<file path="config.mk">
export PLATFORM = sky130hd
export DESIGN_NAME = pixel_unpacker
export DESIGN_NICKNAME = d
export VERILOG_FILES = /design/src/rtl/pixel_pkg.sv /design/src/rtl/word_fifo.sv /design/src/rtl/pixel_unpacker.sv
export SDC_FILE = /design/constraint.sdc
export NUM_CORES = 1
export LEC_CHECK = 0
export ABC_AREA = 1
export BUFFER_PORTS_ARGS = -buffer_cell sky130_fd_sc_hd__clkbuf_2
export CORE_ASPECT_RATIO = 0.75
export CORE_UTILIZATION = 55
export CTS_CLUSTER_DIAMETER = 80
export CTS_CLUSTER_SIZE = 24
export DETAILED_ROUTE_END_ITERATION = 8
export GPL_TIMING_DRIVEN = 0
export PLACE_DENSITY = 0.76
export SYNTH_ARGS = -nofsm -noshare
export SYNTH_HDL_FRONTEND = slang
export SYNTH_HIERARCHICAL = 1
export SYNTH_SLANG_ARGS = --single-unit
</file>
<file path="constraint.sdc">
create_clock -name clk -period 4.1 [get_ports clk]
set_input_delay 0.82 -clock clk [delete_from_list [all_inputs] [get_ports clk]]
set_output_delay 0.82 -clock clk [all_outputs]
set_load 0.01 [all_outputs]
</file>
<file path="src/rtl/pixel_pkg.sv">
// Shared widths and the byte-select helper for the 64-bit to 8-bit pixel unpacker.
package pixel_pkg;

  localparam int PIXEL_W      = 8;
  localparam int WORD_W       = 64;
  localparam int PIX_PER_WORD = 8;
  localparam int IDX_W        = $clog2(PIX_PER_WORD);

  // Pixel k of a packed word sits in bits [8k+7:8k]; k=0 is emitted first.
  function automatic logic [PIXEL_W-1:0] word_pixel(input logic [WORD_W-1:0] word,
                                                    input logic [IDX_W-1:0]  idx);
    return word[idx*PIXEL_W +: PIXEL_W];
  endfunction

endpackage

</file>
<file path="src/rtl/word_fifo.sv">
// Small synchronous FIFO of packed words with a registered write-ready that
// already accounts for the write/read happening on the current edge.
module word_fifo
  import pixel_pkg::*;
#(
  parameter int DEPTH = 4
) (
  input  logic              clk,
  input  logic              reset_n,
  input  logic              i_wr_en,
  input  logic [WORD_W-1:0] i_wr_data,
  input  logic              i_rd_en,
  output logic [WORD_W-1:0] o_rd_data,
  output logic              o_full,
  output logic              o_empty,
  output logic              o_wr_ready
);

  localparam int AW = $clog2(DEPTH);
  localparam int CW = AW + 1;

  logic [WORD_W-1:0] r_mem [DEPTH];
  logic [AW-1:0]     r_wr_ptr;
  logic [AW-1:0]     r_rd_ptr;
  logic [CW-1:0]     r_count;
  logic              r_wr_ready;
  logic              w_wr;
  logic              w_rd;
  logic [CW-1:0]     w_count_nxt;

  assign o_full      = (r_count == CW'(DEPTH));
  assign o_empty     = (r_count == '0);
  assign o_rd_data   = r_mem[r_rd_ptr];
  assign o_wr_ready  = r_wr_ready;
  assign w_wr        = i_wr_en & ~o_full;
  assign w_rd        = i_rd_en & ~o_empty;
  assign w_count_nxt = r_count + CW'(w_wr) - CW'(w_rd);

  // Ready is computed from the post-edge occupancy so it never admits a write into a full buffer.
  always_ff @(posedge clk or negedge reset_n) begin
    if (!reset_n) begin
      r_wr_ptr   <= '0;
      r_rd_ptr   <= '0;
      r_count    <= '0;
      r_wr_ready <= 1'b0;
    end else begin
      if (w_wr) r_wr_ptr <= r_wr_ptr + 1'b1;
      if (w_rd) r_rd_ptr <= r_rd_ptr + 1'b1;
      r_count    <= w_count_nxt;
      r_wr_ready <= (w_count_nxt != CW'(DEPTH));
    end
  end

  always_ff @(posedge clk) begin
    if (w_wr) r_mem[r_wr_ptr] <= i_wr_data;
  end

endmodule

</file>
<file path="src/rtl/pixel_unpacker.sv">
// Unpacks buffered 64-bit words into an 8-bit pixel stream with frame
// position flags (start of frame, end of line, end of frame).
module pixel_unpacker
  import pixel_pkg::*;
#(
  parameter int IMG_WIDTH  = 320,
  parameter int IMG_HEIGHT = 240,
  parameter int FIFO_DEPTH = 4
) (
  input  logic               clk,
  input  logic               reset_n,
  input  logic [WORD_W-1:0]  in_data,
  input  logic               in_valid,
  output logic               in_ready,
  output logic [PIXEL_W-1:0] out_pixel,
  output logic               out_valid,
  input  logic               out_ready,
  output logic               out_sof,
  output logic               out_eol,
  output logic               out_eof,
  output logic               frame_done
);

  localparam int XW = $clog2(IMG_WIDTH);
  localparam int YW = (IMG_HEIGHT > 1) ? $clog2(IMG_HEIGHT) : 1;

  logic [WORD_W-1:0] w_fifo_data;
  logic              w_fifo_full;
  logic              w_fifo_empty;
  logic              w_fifo_wr;
  logic              w_fifo_rd;
  logic              w_consume;
  logic              w_last_idx;
  logic              w_at_eol;
  logic              w_at_last_line;

  logic [WORD_W-1:0] r_word;
  logic [IDX_W-1:0]  r_idx;
  logic              r_loaded;
  logic [XW-1:0]     r_x;
  logic [YW-1:0]     r_y;
  logic              r_frame_done;

  word_fifo #(.DEPTH(FIFO_DEPTH)) u_fifo (
    .clk        (clk),
    .reset_n    (reset_n),
    .i_wr_en    (w_fifo_wr),
    .i_wr_data  (in_data),
    .i_rd_en    (w_fifo_rd),
    .o_rd_data  (w_fifo_data),
    .o_full     (w_fifo_full),
    .o_empty    (w_fifo_empty),
    .o_wr_ready (in_ready)
  );

  assign w_fifo_wr      = in_valid & in_ready & ~w_fifo_full;
  assign w_consume      = r_loaded & out_ready;
  assign w_last_idx     = (r_idx == IDX_W'(PIX_PER_WORD - 1));
  // Refill when the stage is empty or its last pixel leaves this edge, so words chain without a bubble.
  assign w_fifo_rd      = (~r_loaded | (w_consume & w_last_idx)) & ~w_fifo_empty;
  assign w_at_eol       = (r_x == XW'(IMG_WIDTH - 1));
  assign w_at_last_line = (r_y == YW'(IMG_HEIGHT - 1));

  assign out_pixel  = word_pixel(r_word, r_idx);
  assign out_valid  = r_loaded;
  assign out_sof    = r_loaded & (r_x == '0) & (r_y == '0);
  assign out_eol    = r_loaded & w_at_eol;
  assign out_eof    = r_loaded & w_at_eol & w_at_last_line;
  assign frame_done = r_frame_done;

  always_ff @(posedge clk or negedge reset_n) begin
    if (!reset_n) begin
      r_word   <= '0;
      r_idx    <= '0;
      r_loaded <= 1'b0;
    end else if (w_fifo_rd) begin
      r_word   <= w_fifo_data;
      r_idx    <= '0;
      r_loaded <= 1'b1;
    end else if (w_consume) begin
      if (w_last_idx) begin
        r_idx    <= '0;
        r_loaded <= 1'b0;
      end else begin
        r_idx <= r_idx + 1'b1;
      end
    end
  end

  always_ff @(posedge clk or negedge reset_n) begin
    if (!reset_n) begin
      r_x          <= '0;
      r_y          <= '0;
      r_frame_done <= 1'b0;
    end else begin
      r_frame_done <= w_consume & w_at_eol & w_at_last_line;
      if (w_consume) begin
        if (w_at_eol) begin
          r_x <= '0;
          r_y <= w_at_last_line ? '0 : r_y + 1'b1;
        end else begin
          r_x <= r_x + 1'b1;
        end
      end
    end
  end

endmodule

</file>
---- Word-level counts from Yosys, hierarchy flattened ----
Memory sizes are Yosys's and may differ from the RTL's. A register that Yosys moved wholly into a read port is not among the register bits.
Cells that the tools add are included.
cells by class
  add/subtract/negate cells ............... 7
  eq/ne operators ......................... 5
  shift operators ......................... 1
  multiplexer cells ....................... 10
  bitwise operators ....................... 17
  reductions and logical operators ........ 8
operator list
  kind                   number
  $shiftx A64 B7 Y8      1
  $and A1 B1 Y1          13
  $add A9 B1 Y9 const B  1
  $eq A9 B9 Y1 const B   1
  $logic_not A9 Y1       1
  $mux W3                3
  $mux W9                1
  $add A8 B1 Y8 const B  1
  $eq A8 B8 Y1 const B   1
  $logic_not A8 Y1       1
  $mux W8                1
  $eq A3 B3 Y1 const B   2
  $mux W1                5
  $add A2 B1 Y2 const B  2
  $reduce_and A2 Y1      2
  $reduce_bool A2 Y1     2
  $add A3 B1 Y3          1
  $add A3 B1 Y3 const B  1
  $logic_not A3 Y1       1
  $ne A3 B3 Y1 const B   1
  $not A1 Y1             3
  $sub A3 B1 Y3          1
  $logic_not A1 Y1       1
  $or A1 B1 Y1           1
word-level totals
  register bits ........................... 30
  memory bits (writable) .................. 256
  output and inout port bits .............. 14
  logic and storage cells ................. 58
  memories kept ........................... 1
memory list
  name          words  width  read ports  clocked after memory_dff  wr ports  line             RTL
  u_fifo.r_mem  4      64     1           1                         1         word_fifo.sv:22  logic [WORD_W-1:0] r_mem [DEPTH];

---- Logic depth before layout (Yosys ltp) ----
  depth after elaboration ................. 7
  depth in mapped cells ................... 17
  mapped depth without buffers ............ 16

---- By module ----
The synthesis kept the hierarchy.
modules (own cells, without submodules)
  module          instances  cells each  area each (µm²)  seq. area each (µm²)
  word_fifo       1          809         10686.5          7887.6
  pixel_unpacker  1          554         4224.1           2152.1

---- Worst setup path before layout ----
Ideal clock, no wire load.
  path kind ............................... input port to flip-flop
  start point ............................. in in_valid
  end point ............................... mem u_fifo.r_mem[0][0], enable pin
  setup time .............................. 0.487 ns
  arrival time ............................ 3.863 ns
  required time ........................... 3.613 ns
  slack ................................... -0.250 ns
  cell stages on the path ................. 4
  path through ............................ nand2_1 > nor2_1 > nand2_1 > nor2_1
on the way
  word-level cells in the longest chain between the ends .. 5
ends and longest elaborated chain
  what                           line                  RTL
  from (decl)                    pixel_unpacker.sv:13  input logic in_valid,
  $and A1 B1 Y1 (2 in a row)     pixel_unpacker.sv:56  assign w_fifo_wr = in_valid & in_ready & ~w_fifo_full;
  net w_fifo_wr                  pixel_unpacker.sv:30  logic w_fifo_wr;
  $and A1 B1 Y1                  word_fifo.sv:35       assign w_wr = i_wr_en & ~o_full;
  $mux W1                        word_fifo.sv:55       if (w_wr) r_mem[r_wr_ptr] <= i_wr_data;
  $mux W1 (not written as such)  word_fifo.sv:55
  to (decl)                      word_fifo.sv:22
The timed path passes the listed nets, and every way through them passes these cells.

---- Worst setup path in the final report ----
  start point ............................. reg r_idx[0]
  end point ............................... out out_pixel[4]
on the way
  word-level cells in the longest chain between the ends .. 1
ends and longest elaborated chain
  what                    line                  RTL
  from (decl)             pixel_unpacker.sv:38  logic [IDX_W-1:0] r_idx;
  from (signal assigned)  pixel_unpacker.sv:85  r_idx <= r_idx + 1'b1;
  $shiftx A64 B7 Y8       pixel_pkg.sv:12       return word[idx*PIXEL_W +: PIXEL_W];
  to (decl)               pixel_unpacker.sv:15  output logic [PIXEL_W-1:0] out_pixel,
Every way passes these cells.

==> results.cfg <==
[outcome]
outcome = complete, no violations

[drt]
drc = 0
antenna_left = 0
wl_per_cell_um = 17.9
drt_iter0_drc = 745
wl_mm = 32.7
via_per_inst = 5.46
num_vias = 9983
drtPass1Iterations = 5

[floorplanning]
initial_core_util_pct = 56.7
pin_count = 82
rows = 51
die_h_um = 145
die_area_um2 = 27800
die_x_um = 192
core_region_area_um2 = 26300

[yosys]
seq_area_frac_synth_pct = 67.3
synth.area.top_cells = edfxtp_1 (52%), dfrtp_1 (16%), nand2_1 (12%)
yosys.area.top_type_share_pct = 51.6
ys_ff_latch = 350
ys.warnings.count = 6
syn_inst = 1363
yosysTopAreaCell = edfxtp_1
netlist_area_um2 = 14900
yosysUniqueCellTypes = 31
syn_nets = 1444
syn_area_per_cell_um2 = 10.9

[layout]
layout_common_cells = nand2_1 (471), edfxtp_1 (256), inv_1 (167)
final_common_cell = nand2_1
area_growth_pct = 10.7
antenna-diode-count = 0
multi_input_area_um2 = 3740
fillers = 2068
fin_cells = 1829
drive_gt1_share_pct = 12.5
design_area_um2 = 16500
seqCellArea_um2 = 10000
final_nets = 1554

[clock_network]
htreeDepth = 1
clock_latency_ns = 0.51
post_cts_buffers = 0
clk_pin_slew_ns = 0.10
cts_hold_buf = 0
cts_sinks = 350
cts_tree = yes
cts_buffers = 18
ctsRootBufferMaster = clkbuf_16
cts_resized = 0
ctsLongestPathBuffers = 3

[global_route]
grt_usage_pct = 24.3
antenna_found_initial = 0
grt_first_pass_wirelength_mm = 51.6
grt_pass1_vias = 9767
grt_overflow = 0
grt_max_degree = 50

[place]
placed_area_um2 = 16000
finalWeightedCongestion = 0.883
portBuffers = 81
placedCellCount = 1797
hpwl_mm = 22.3

[critical_path]
cp-end-kind = output port
path_class = flip-flop to output port
arrival_ns = 2.13
cp-start-kind = flip-flop
critical_path_peak_fanout = 10
required_ns = 3.28

[sta]
setup_viol = 0
worst_slew_pin_slew_ns = 0.785
timing.setup.tns_ns = 0
fin_worst_skew_ns = 0.0158
post-route-period-util_pct = 72.1
period_needed_ns = 2.95
fmax_mhz = 338
finalHoldViolations = 0
rsz0062_at_grt = no
final_max_slew_viol_count = 0
relSlewSlack_pct = 47.6

[pwr]
ir_drop_uv = 389
power.total_w = 0.0109
p_leak_nw = 7.27
powerDensity_nw_per_um2 = 659

[min_path]
hold_class = primary input to async pin

[flow_run]
cap_violations = 0
==> synthesized netlist by cell type <==
| library cell | n |
|---|---|
| nand4_1 | 5 |
| o21ai_1 | 15 |
| clkinv_1 | 2 |
| xor2_1 | 4 |
| a21oi_2 | 1 |
| o21ai_2 | 1 |
| nand3_2 | 1 |
| edfxtp_1 | 256 |
| fa_1 | 1 |
| clkbuf_1 | 11 |
| buf_2 | 23 |
| inv_1 | 167 |
| a21oi_1 | 2 |
| dfrtp_1 | 94 |
| nand2_4 | 1 |
| inv_2 | 7 |
| nor2_1 | 54 |
| nor3_1 | 6 |
| nor2_8 | 1 |
| nand3_4 | 1 |
| nand3_1 | 20 |
| nand3b_1 | 1 |
| ha_1 | 12 |
| nand2_1 | 471 |
| o21ai_0 | 26 |
| buf_6 | 23 |
| nor2_2 | 1 |
| o22ai_1 | 16 |
| buf_4 | 11 |
| xnor2_1 | 1 |
| o211ai_1 | 128 |
==> power by group <==
| part | switching (W) | leakage [nW] | internal, W |
|---|---|---|---|
| logic | 0.00252 | 3.49 | 0.00129 |
| registers | 0.000403 | 3.52 | 0.00473 |
| clock network | 0.00106 | 0.254 | 0.000882 |
| total | 0.00399 | 7.27 | 0.00690 |
==> layout make-up <==
class | instances | share of cell area (%)
repair buffers | 90 | 3.65
plain buffers | 68 | 3.02
well taps | 344 | 2.61
multi-input cells | 769 | 22.7
flip-flops and latches | 350 | 60.8
clock buffers | 31 | 3.15
clock inverters | 1 | 0.0682
inverters | 176 | 4.00
==> through the flow <==
step | utilization (%) | setup WS, ns | hold slack, ns
floorplan | - | -0.250 | 0.444
global placement | 59.9 | -2.45 | 0.461
detailed placement | 60.8 | 1.21 | 0.468
CTS | 62.8 | 1.15 | 0.392
global route | 62.8 | 1.03 | 0.437
finish | 62.8 | 1.15 | 0.378
==> worst paths after layout <==
path / endpoint / startpoint / cells after the start / slack (ns)
max: out_pixel[4] / r_idx[0] / 7 / 1.15
max reg2reg: u_fifo/o_wr_ready / r_idx[0] / 17 / 1.23
max in group asynchronous: r_word[48] / reset_n / 2 / 3.05
min: u_fifo/r_wr_ptr[1] / reset_n / 1 / 0.38
min in group clk: r_word[18] / r_word[18] / 2 / 0.49
min reg2reg: r_word[18] / r_word[18] / 2 / 0.49
==> registers in the layout, summed over array words and instances (netlist names) <==
name and count:
u_fifo/r_rd_ptr 2, u_fifo/r_wr_ptr 2, u_fifo/r_count 3, r_word 64
frame_done 1, r_x 9, r_idx 3, u_fifo/r_mem 256
r_y 8, u_fifo/o_wr_ready 1, out_valid 1
==> routing by layer <==
layer | wire, µm | vias up | GRT usage (%) | part of all wire (%)
met1 | 14900 | 4910 | 34.6 | 45
met5 | 0 | - | 0 | 0
met3 | 1810 | 41 | 3.23 | 5.5
li1 | - | 4744 | - | -
met4 | 755 | 0 | 5.93 | 2.3
met2 | 15300 | 288 | 39.9 | 47
==> worst max-delay path, cell delays in order, from the launching register on <==
cell and delay (ns):
dfrtp_1 0.47, inv_2 0.14, clkbuf_1 0.41, o21ai_1 0.13, o22ai_1 0.16, nand2_1 0.07, nand2_1 0.10, clkbuf_2 0.15
==> cells by family (layout without fill, tap and decap cells) <==
| group | count (synthesis) | count (layout) | synth area share, % |
|---|---|---|---|
| adder cells (fa/ha/maj) | 13 | 13 | 1.14 |
| AO/OA/AOI/OAI | 189 | 189 | 8.68 |
| AND/OR/NAND/NOR | 562 | 562 | 14.8 |
| XOR/XNOR | 5 | 5 | 0.294 |
| buffers and inverters | 244 | 366 | 7.77 |
| flip-flops | 350 | 350 | 67.3 |
Power figures use the tool's default switching activity.
